## src/rtl/turf_cin_tx.sv

```systemverilog
// TURF-side CIN command transmitter.
// Serializes 32-bit words MSB nybble first over 8 cycles into the CIN OSERDES.
// Each word is a command, the training pattern, or the idle word.
// sync_i forces word alignment. If sync_i arrives off a word boundary, the sticky realign flag is set.
module turf_cin_tx #(
  parameter logic [31:0] TRAIN_SEQUENCE = 32'hA55A6996,
  parameter logic [31:0] IDLE_WORD      = 32'h00000000
) (
  input  logic        sysclk_i,
  input  logic        rst_n_i,
  input  logic        sync_i,
  input  logic        train_i,
  input  logic [31:0] command_i,
  input  logic        command_valid_i,
  output logic        command_ready_o,
  output logic [3:0]  cin_o,
  output logic        word_start_o,
  output logic        training_o,
  output logic        realign_o,
  input  logic        realign_clr_i,
  output logic [15:0] cmd_count_o
);

  logic [2:0]  phase_r;
  logic [31:0] sr_r;
  logic        tf_r;
  logic        ws_r;
  logic        realign_r;
  logic [15:0] cmd_count_r;

  logic        load_edge_s;
  logic        misalign_s;
  logic        ready_s;
  logic        accept_s;
  logic [2:0]  phase_nxt_s;
  logic [31:0] sr_nxt_s;
  logic        tf_nxt_s;
  logic        realign_nxt_s;

  // Word-boundary decode and the command handshake (ready held low during reset)
  always_comb begin
    load_edge_s = (phase_r == 3'd7) | sync_i;
    misalign_s  = sync_i & (phase_r != 3'd7);
    ready_s     = rst_n_i & load_edge_s & ~train_i;
    accept_s    = ready_s & command_valid_i;
  end

  // Next-state selection: load a new word at a boundary, otherwise shift out one nybble
  always_comb begin
    phase_nxt_s = phase_r;
    sr_nxt_s    = sr_r;
    tf_nxt_s    = tf_r;
    if (load_edge_s) begin
      phase_nxt_s = 3'd0;
      if (train_i) begin
        sr_nxt_s = TRAIN_SEQUENCE;
        tf_nxt_s = 1'b1;
      end else if (command_valid_i) begin
        sr_nxt_s = command_i;
        tf_nxt_s = 1'b0;
      end else begin
        sr_nxt_s = IDLE_WORD;
        tf_nxt_s = 1'b0;
      end
    end else begin
      phase_nxt_s = phase_r + 3'd1;
      sr_nxt_s    = {sr_r[27:0], 4'h0};
      tf_nxt_s    = tf_r;
    end
  end

  // Sticky realign flag: a misaligned sync wins over a same-cycle clear
  always_comb begin
    if (misalign_s) begin
      realign_nxt_s = 1'b1;
    end else if (realign_clr_i) begin
      realign_nxt_s = 1'b0;
    end else begin
      realign_nxt_s = realign_r;
    end
  end

  // State registers; reset parks the phase at 7 so the first edge after release is a load edge
  always_ff @(posedge sysclk_i) begin
    if (!rst_n_i) begin
      phase_r     <= 3'd7;
      sr_r        <= IDLE_WORD;
      tf_r        <= 1'b0;
      ws_r        <= 1'b0;
      realign_r   <= 1'b0;
      cmd_count_r <= 16'd0;
    end else begin
      phase_r   <= phase_nxt_s;
      sr_r      <= sr_nxt_s;
      tf_r      <= tf_nxt_s;
      ws_r      <= load_edge_s;
      realign_r <= realign_nxt_s;
      if (accept_s) begin
        cmd_count_r <= cmd_count_r + 16'd1;
      end else begin
        cmd_count_r <= cmd_count_r;
      end
    end
  end

  assign command_ready_o = ready_s;
  assign cin_o           = sr_r[31:28];
  assign word_start_o    = ws_r;
  assign training_o      = tf_r;
  assign realign_o       = realign_r;
  assign cmd_count_o     = cmd_count_r;

endmodule

```

## config.mk

```make
export PLATFORM = sky130hd
export DESIGN_NAME = turf_cin_tx
export DESIGN_NICKNAME = d
export VERILOG_FILES = /design/src/rtl/turf_cin_tx.sv
export SDC_FILE = /design/constraint.sdc
export NUM_CORES = 1
export LEC_CHECK = 0
export CORE_MARGIN = 5
export CORE_UTILIZATION = 46
export CTS_CLUSTER_DIAMETER = 100
export DETAILED_ROUTE_END_ITERATION = 6
export GPL_TIMING_DRIVEN = 0
export HOLD_SLACK_MARGIN = 0.08
export MAX_ROUTING_LAYER = met4
export PLACE_DENSITY_LB_ADDON = 0.05
export REMOVE_ABC_BUFFERS = 1
export SLEW_MARGIN = 10
export SYNTH_ARGS = -nofsm -noshare
export SYNTH_HDL_FRONTEND = slang
export SYNTH_SLANG_ARGS = --single-unit
```

## constraint.sdc

```tcl
create_clock -name sysclk_i -period 2.7 [get_ports sysclk_i]
set_clock_uncertainty 0.05 [all_clocks]
set_input_delay 0.405 -clock sysclk_i [delete_from_list [all_inputs] [get_ports sysclk_i]]
set_output_delay 0.405 -clock sysclk_i [all_outputs]
set_load 0.02 [all_outputs]
```

# Yosys cells after proc, flatten, opt, wreduce, memory -nomap -nowiden
# Index checks and enable logic that the tools add are counted.
# word_totals
in_bits	38
mem_count	0
mem_bits_ro	0
ramBits	0
output_inout_bits	24
regBits	54
wordCells	31
latch_bits	0
# classes
shift	0
n_div	0
add_sub_neg	2
eq_ne	2
n_reduce_logical	3
n_mul	0
n_lt_le_gt_ge	0
muxes	7
n_bitwise	9
# ops
operator	n
$mux W32	3
$add A16 B1 Y16 const B	1
$and A1 B1 Y1	4
$not A1 Y1	4
$reduce_or A4 Y1	1
$add A3 B1 Y3 const B	1
$eq A3 B3 Y1 const B	1
$mux W1	3
$mux W3	1
$ne A3 B3 Y1 const B	1
$reduce_and A2 Y1	1
$reduce_bool A2 Y1	1
$or A1 B1 Y1	1

# Longest topological paths before layout
# logic_depth
ltp_word	5
depth_mapped	9
ltp_nobuf	8

# Worst setup path after synthesis
# Ideal clock, no wire load.
# synth_timing
path_type	reg-to-reg
startpoint	register phase_r[0]
endpoint	register cmd_count_r[15], in the netlist cmd_count_o[15]
setup_slack_ns	0.736
stages_incl_launch_ff	8
synth_period_minus_slack_ns	1.964
arrival_ns	1.842
t_required_ns	2.578
path_cell_list	dfxtp_1 ha_1 ha_1 nor2_1 or3_1 buf_2 or4_1 a21oi_1
# synth_via
elab_chain_len	5
# synth_rtl
item	line_no	text
from (decl)	24	logic [2:0] phase_r;
from (signal assigned)	93	phase_r <= phase_nxt_s;
$eq A3 B3 Y1	42	load_edge_s = (phase_r == 3'd7) | sync_i;
$or A1 B1 Y1	42	
$and A1 B1 Y1 (2 in series)	44	ready_s = rst_n_i & load_edge_s & ~train_i;
$and A1 B1 Y1	45	accept_s = ready_s & command_valid_i;
to (signal assigned)	99	cmd_count_r <= cmd_count_r + 16'd1;
to (signal assigned)	101	cmd_count_r <= cmd_count_r;
to (decl)	29	logic [15:0] cmd_count_r;
# Every way passes these cells.
# A chain may end at the register's enable or synchronous reset.

# Worst setup path after layout
# layout_timing
startpoint	input rst_n_i
endpoint	register cmd_count_r[13], in the netlist cmd_count_o[13]
# layout_via
elab_chain_len	3
# layout_rtl
item	line_no	text
from (decl)	10	input logic rst_n_i,
$and A1 B1 Y1 (2 in series)	44	
$and A1 B1 Y1	45	
# Parallel ways exist; a longest one is shown, timed or not.

==> flow_metrics.py <==
metrics = {
    "die": {
        "coreArea_sq_um": 4350,
        "chipWidth_um": 77.0,
        "fp-row-count": 24,
        "start_util_pct": 47.4,
        "die_y_um": 77.0,
        "dieArea_sq_um": 5920,
        "io_pins": 62,
    },
    "cells_and_area": {
        "diodes": 0,
        "drive_gt1_share_pct": 4.78,
        "fillers": 374,
        "final_core_util_pct": 63.6,
        "design_area_sq_um": 2770,
        "fin_nets": 312,
        "syn_to_final_growth_pct": 34.3,
        "seq_area_sq_um": 1080,
        "final_cells": 324,
        "multi_input_area_sq_um": 886,
    },
    "route": {
        "wl_per_cell_um": 14.5,
        "vias": 1703,
        "ant_nets": 0,
        "drt_iter0_drc": 82,
        "dr.pass1.iters": 4,
        "drc": 0,
        "vias_per_cell": 5.26,
        "drt-total-wl_um": 4710,
    },
    "global_routing": {
        "grt_remaining_overflow": 0,
        "grt_pass1_vias": 1689,
        "grt_pass1_wl_um": 7930,
        "grt.total_usage_pct": 16.8,
        "grt_max_degree": 23,
        "antenna_found_initial": 0,
    },
    "synth": {
        "syn_inst": 221,
        "ys_types": 32,
        "syn_avg_cell_area_sq_um": 9.34,
        "synth-seq-cells": 54,
        "ys_warn_count": 0,
        "synth.largest_area_cell": "dfxtp_1",
        "synthArstFlopShare_pct": 0,
        "yosysTopAreaCellShare_pct": 52.4,
        "seq_area_frac_synth_pct": 52.4,
        "synth_ff_type": "dfxtp_1",
        "netlist_area_sq_um": 2060,
        "synth_edf_count": 0,
        "synthTopCellsByArea": "dfxtp_1 (52%), a21oi_1 (9.2%), a22o_1 (5.9%)",
    },
    "power_and_ir_drop": {
        "power_frac_clock_pct": 34.2,
        "pwr-share-seq_pct": 53.7,
        "p_int_mw": 1.21,
        "powerDensity_nw_per_um2": 570,
        "peakVddDrop_mv": 0.316,
        "switching_power_mw": 0.368,
        "p_sw_share_pct": 23.3,
        "p_leak_nw": 1.05,
        "share_comb_of_total_power_pct": 12.1,
    },
    "sta": {
        "max_slew_margin_pct": 45.2,
        "finalHoldViolations": 0,
        "final.period_utilization_pct": 89.4,
        "worstMarginPinSlew_ns": 0.822,
        "fin_ws_ns": 0.286,
        "grt_setup_unrepaired": "no",
        "setup_violations": 0,
        "timing.final.max_slew_violations": 0,
        "period_minus_slack_ns": 2.41,
        "fmax_mhz": 414,
    },
    "clocking": {
        "cts_buffer_depth": 2,
        "cts.sinks": 54,
        "cts_buffers": 5,
        "cts_tree": "done",
        "clk_latency_ns": 0.31,
        "hold_buffers": 0,
        "h-tree-depth": 2,
        "cts_root_buffer": "clkbuf_8",
        "path_clk_slew_ns": 0.10,
        "post-cts-setup-buffer-count": 0,
    },
    "setup_path": {
        "worstSetupPathType": "in2reg",
        "crit_arrival_ns": 2.60,
        "cp-end-kind": "flop",
        "required_ns": 2.88,
        "start_kind": "input pin",
        "ff2ff_path_depth": 6,
        "crit_fanout": 22,
    },
    "place": {
        "port_buffers": 61,
        "placed_area_sq_um": 2640,
        "dp_hpwl_um": 2940,
        "gp_congestion": 0.714,
        "place_inst": 315,
        "dp_slack_ns": -0.679,
    },
    "min_path": {
        "hold_depth": 1,
        "hp-class": "reg2reg",
    },
    "status": {
        "status": "finished, final reports clean",
    },
    "run": {
        "cap_violations": 0,
    },
}
==> cells in the final DEF, fill, tap and decap left out <==
| cell | count |
|---|---|
| nand2_1 | 12 |
| dfxtp_1 | 54 |
| nor2_1 | 14 |
| clkinvlp_4 | 2 |
| o21ai_0 | 19 |
| or2_4 | 1 |
| or2_2 | 1 |
| or4_1 | 2 |
| nand4_1 | 4 |
| and3_1 | 1 |
| nor3b_1 | 1 |
| xnor2_1 | 6 |
| nand2b_4 | 1 |
| and4b_1 | 1 |
| clkbuf_8 | 5 |
| or3_1 | 4 |
| a22o_1 | 14 |
| ha_1 | 3 |
| dlygate4sd2_1 | 1 |
| nand3_1 | 6 |
| nand2b_1 | 3 |
| bufinv_16 | 1 |
| nor4b_1 | 1 |
| o31ai_1 | 2 |
| dlymetal6s2s_1 | 3 |
| a21oi_1 | 38 |
| xor2_1 | 3 |
| and4_1 | 3 |
| nor2_2 | 2 |
| clkdlybuf4s50_1 | 57 |
| and2_1 | 2 |
| clkbuf_1 | 1 |
| inv_1 | 1 |
| nor4_1 | 2 |
| mux2i_1 | 1 |
==> critical path, stage by stage <==
cell and delay (ns):
dlygate4sd2_1 0.74, nand4_1 0.25, or3_1 0.50, or4_1 0.55, a21oi_1 0.16
==> power by group through the flow <==
stage	sequential (mW)	combinational [mW]	clock [mW]
2_1_floorplan	0.876	0.0701	0
3_3_place_gp	0.866	0.184	0
3_5_place_dp	0.867	0.186	0
4_1_cts	0.848	0.192	0.555
5_1_grt	0.853	0.212	0.589
6_report	0.848	0.191	0.539
==> cells in the mapped netlist (2+ instances only) <==
library cell and n:
or3_1 4, xor2_1 3, a21oi_1 38, clkbuf_1 11
nand2_1 12, nand4_1 4, a22o_1 14, nand3_1 6
ha_1 3, dfxtp_1 54, and2_1 2, or4_1 2
buf_4 4, and4_1 3, o21ai_0 19, o31ai_1 2
nor2_1 16, buf_6 2, nand2b_1 3, xnor2_1 6
nor4_1 2
==> per-layer routing <==
layer,wire (um),GRT usage (%)
met3,266,5.74
met2,2000,24.4
met5,0,-
met1,2400,22.7
met4,44,3.95
==> sequential cells by signal, indices dropped and copies added, names as in the netlist <==
signal,cells
sr_r,32
cmd_count_o,16
phase_r,3
realign_o,1
training_o,1
word_start_o,1
==> what timing repair did <==
action / in CTS / in global routing
resized for setup: 3 / 5
gates cloned: 1 / 0
setup endpoints to repair: 15 / 16
pin swaps: 1 / 0
==> layout make-up <==
| class | instances | share of cell area [%] |
|---|---|---|
| inverter | 2 | 0.407 |
| timing repair buffer | 61 | 22.3 |
| multi-input combinational | 147 | 32.0 |
| clock inverter | 2 | 1.36 |
| clock buffer | 6 | 2.62 |
| sequential | 54 | 39.0 |
| tap | 52 | 2.35 |
==> through the flow <==
stage / hold slack, ns / power, mW / TNS [ns]
final: 0.401 / 1.58 / 0
after global routing: 0.417 / 1.65 / 0
after CTS: 0.399 / 1.59 / 0
after detailed placement: 0.375 / 1.05 / -10.55
after global placement: 0.372 / 1.05 / -10.25
after floorplan: 0.370 / 0.946 / 0
==> final timing paths <==
path               from              end  slack, ns
min reg2reg     sr_r[8]         sr_r[12]       0.40
min             sr_r[8]         sr_r[12]       0.40
max reg2reg  phase_r[0]  cmd_count_o[13]       0.43
max             rst_n_i  cmd_count_o[13]       0.29
==> cell families after synthesis <==
logic type      synth area share (%)
buf+inv                         5.34
xor+xnor                        3.82
compound gates                  20.5
simple gates                    15.6
mux                            0.485
fa+ha+maj                       1.82
flops                           52.4
Power figures use the tool's default switching activity.
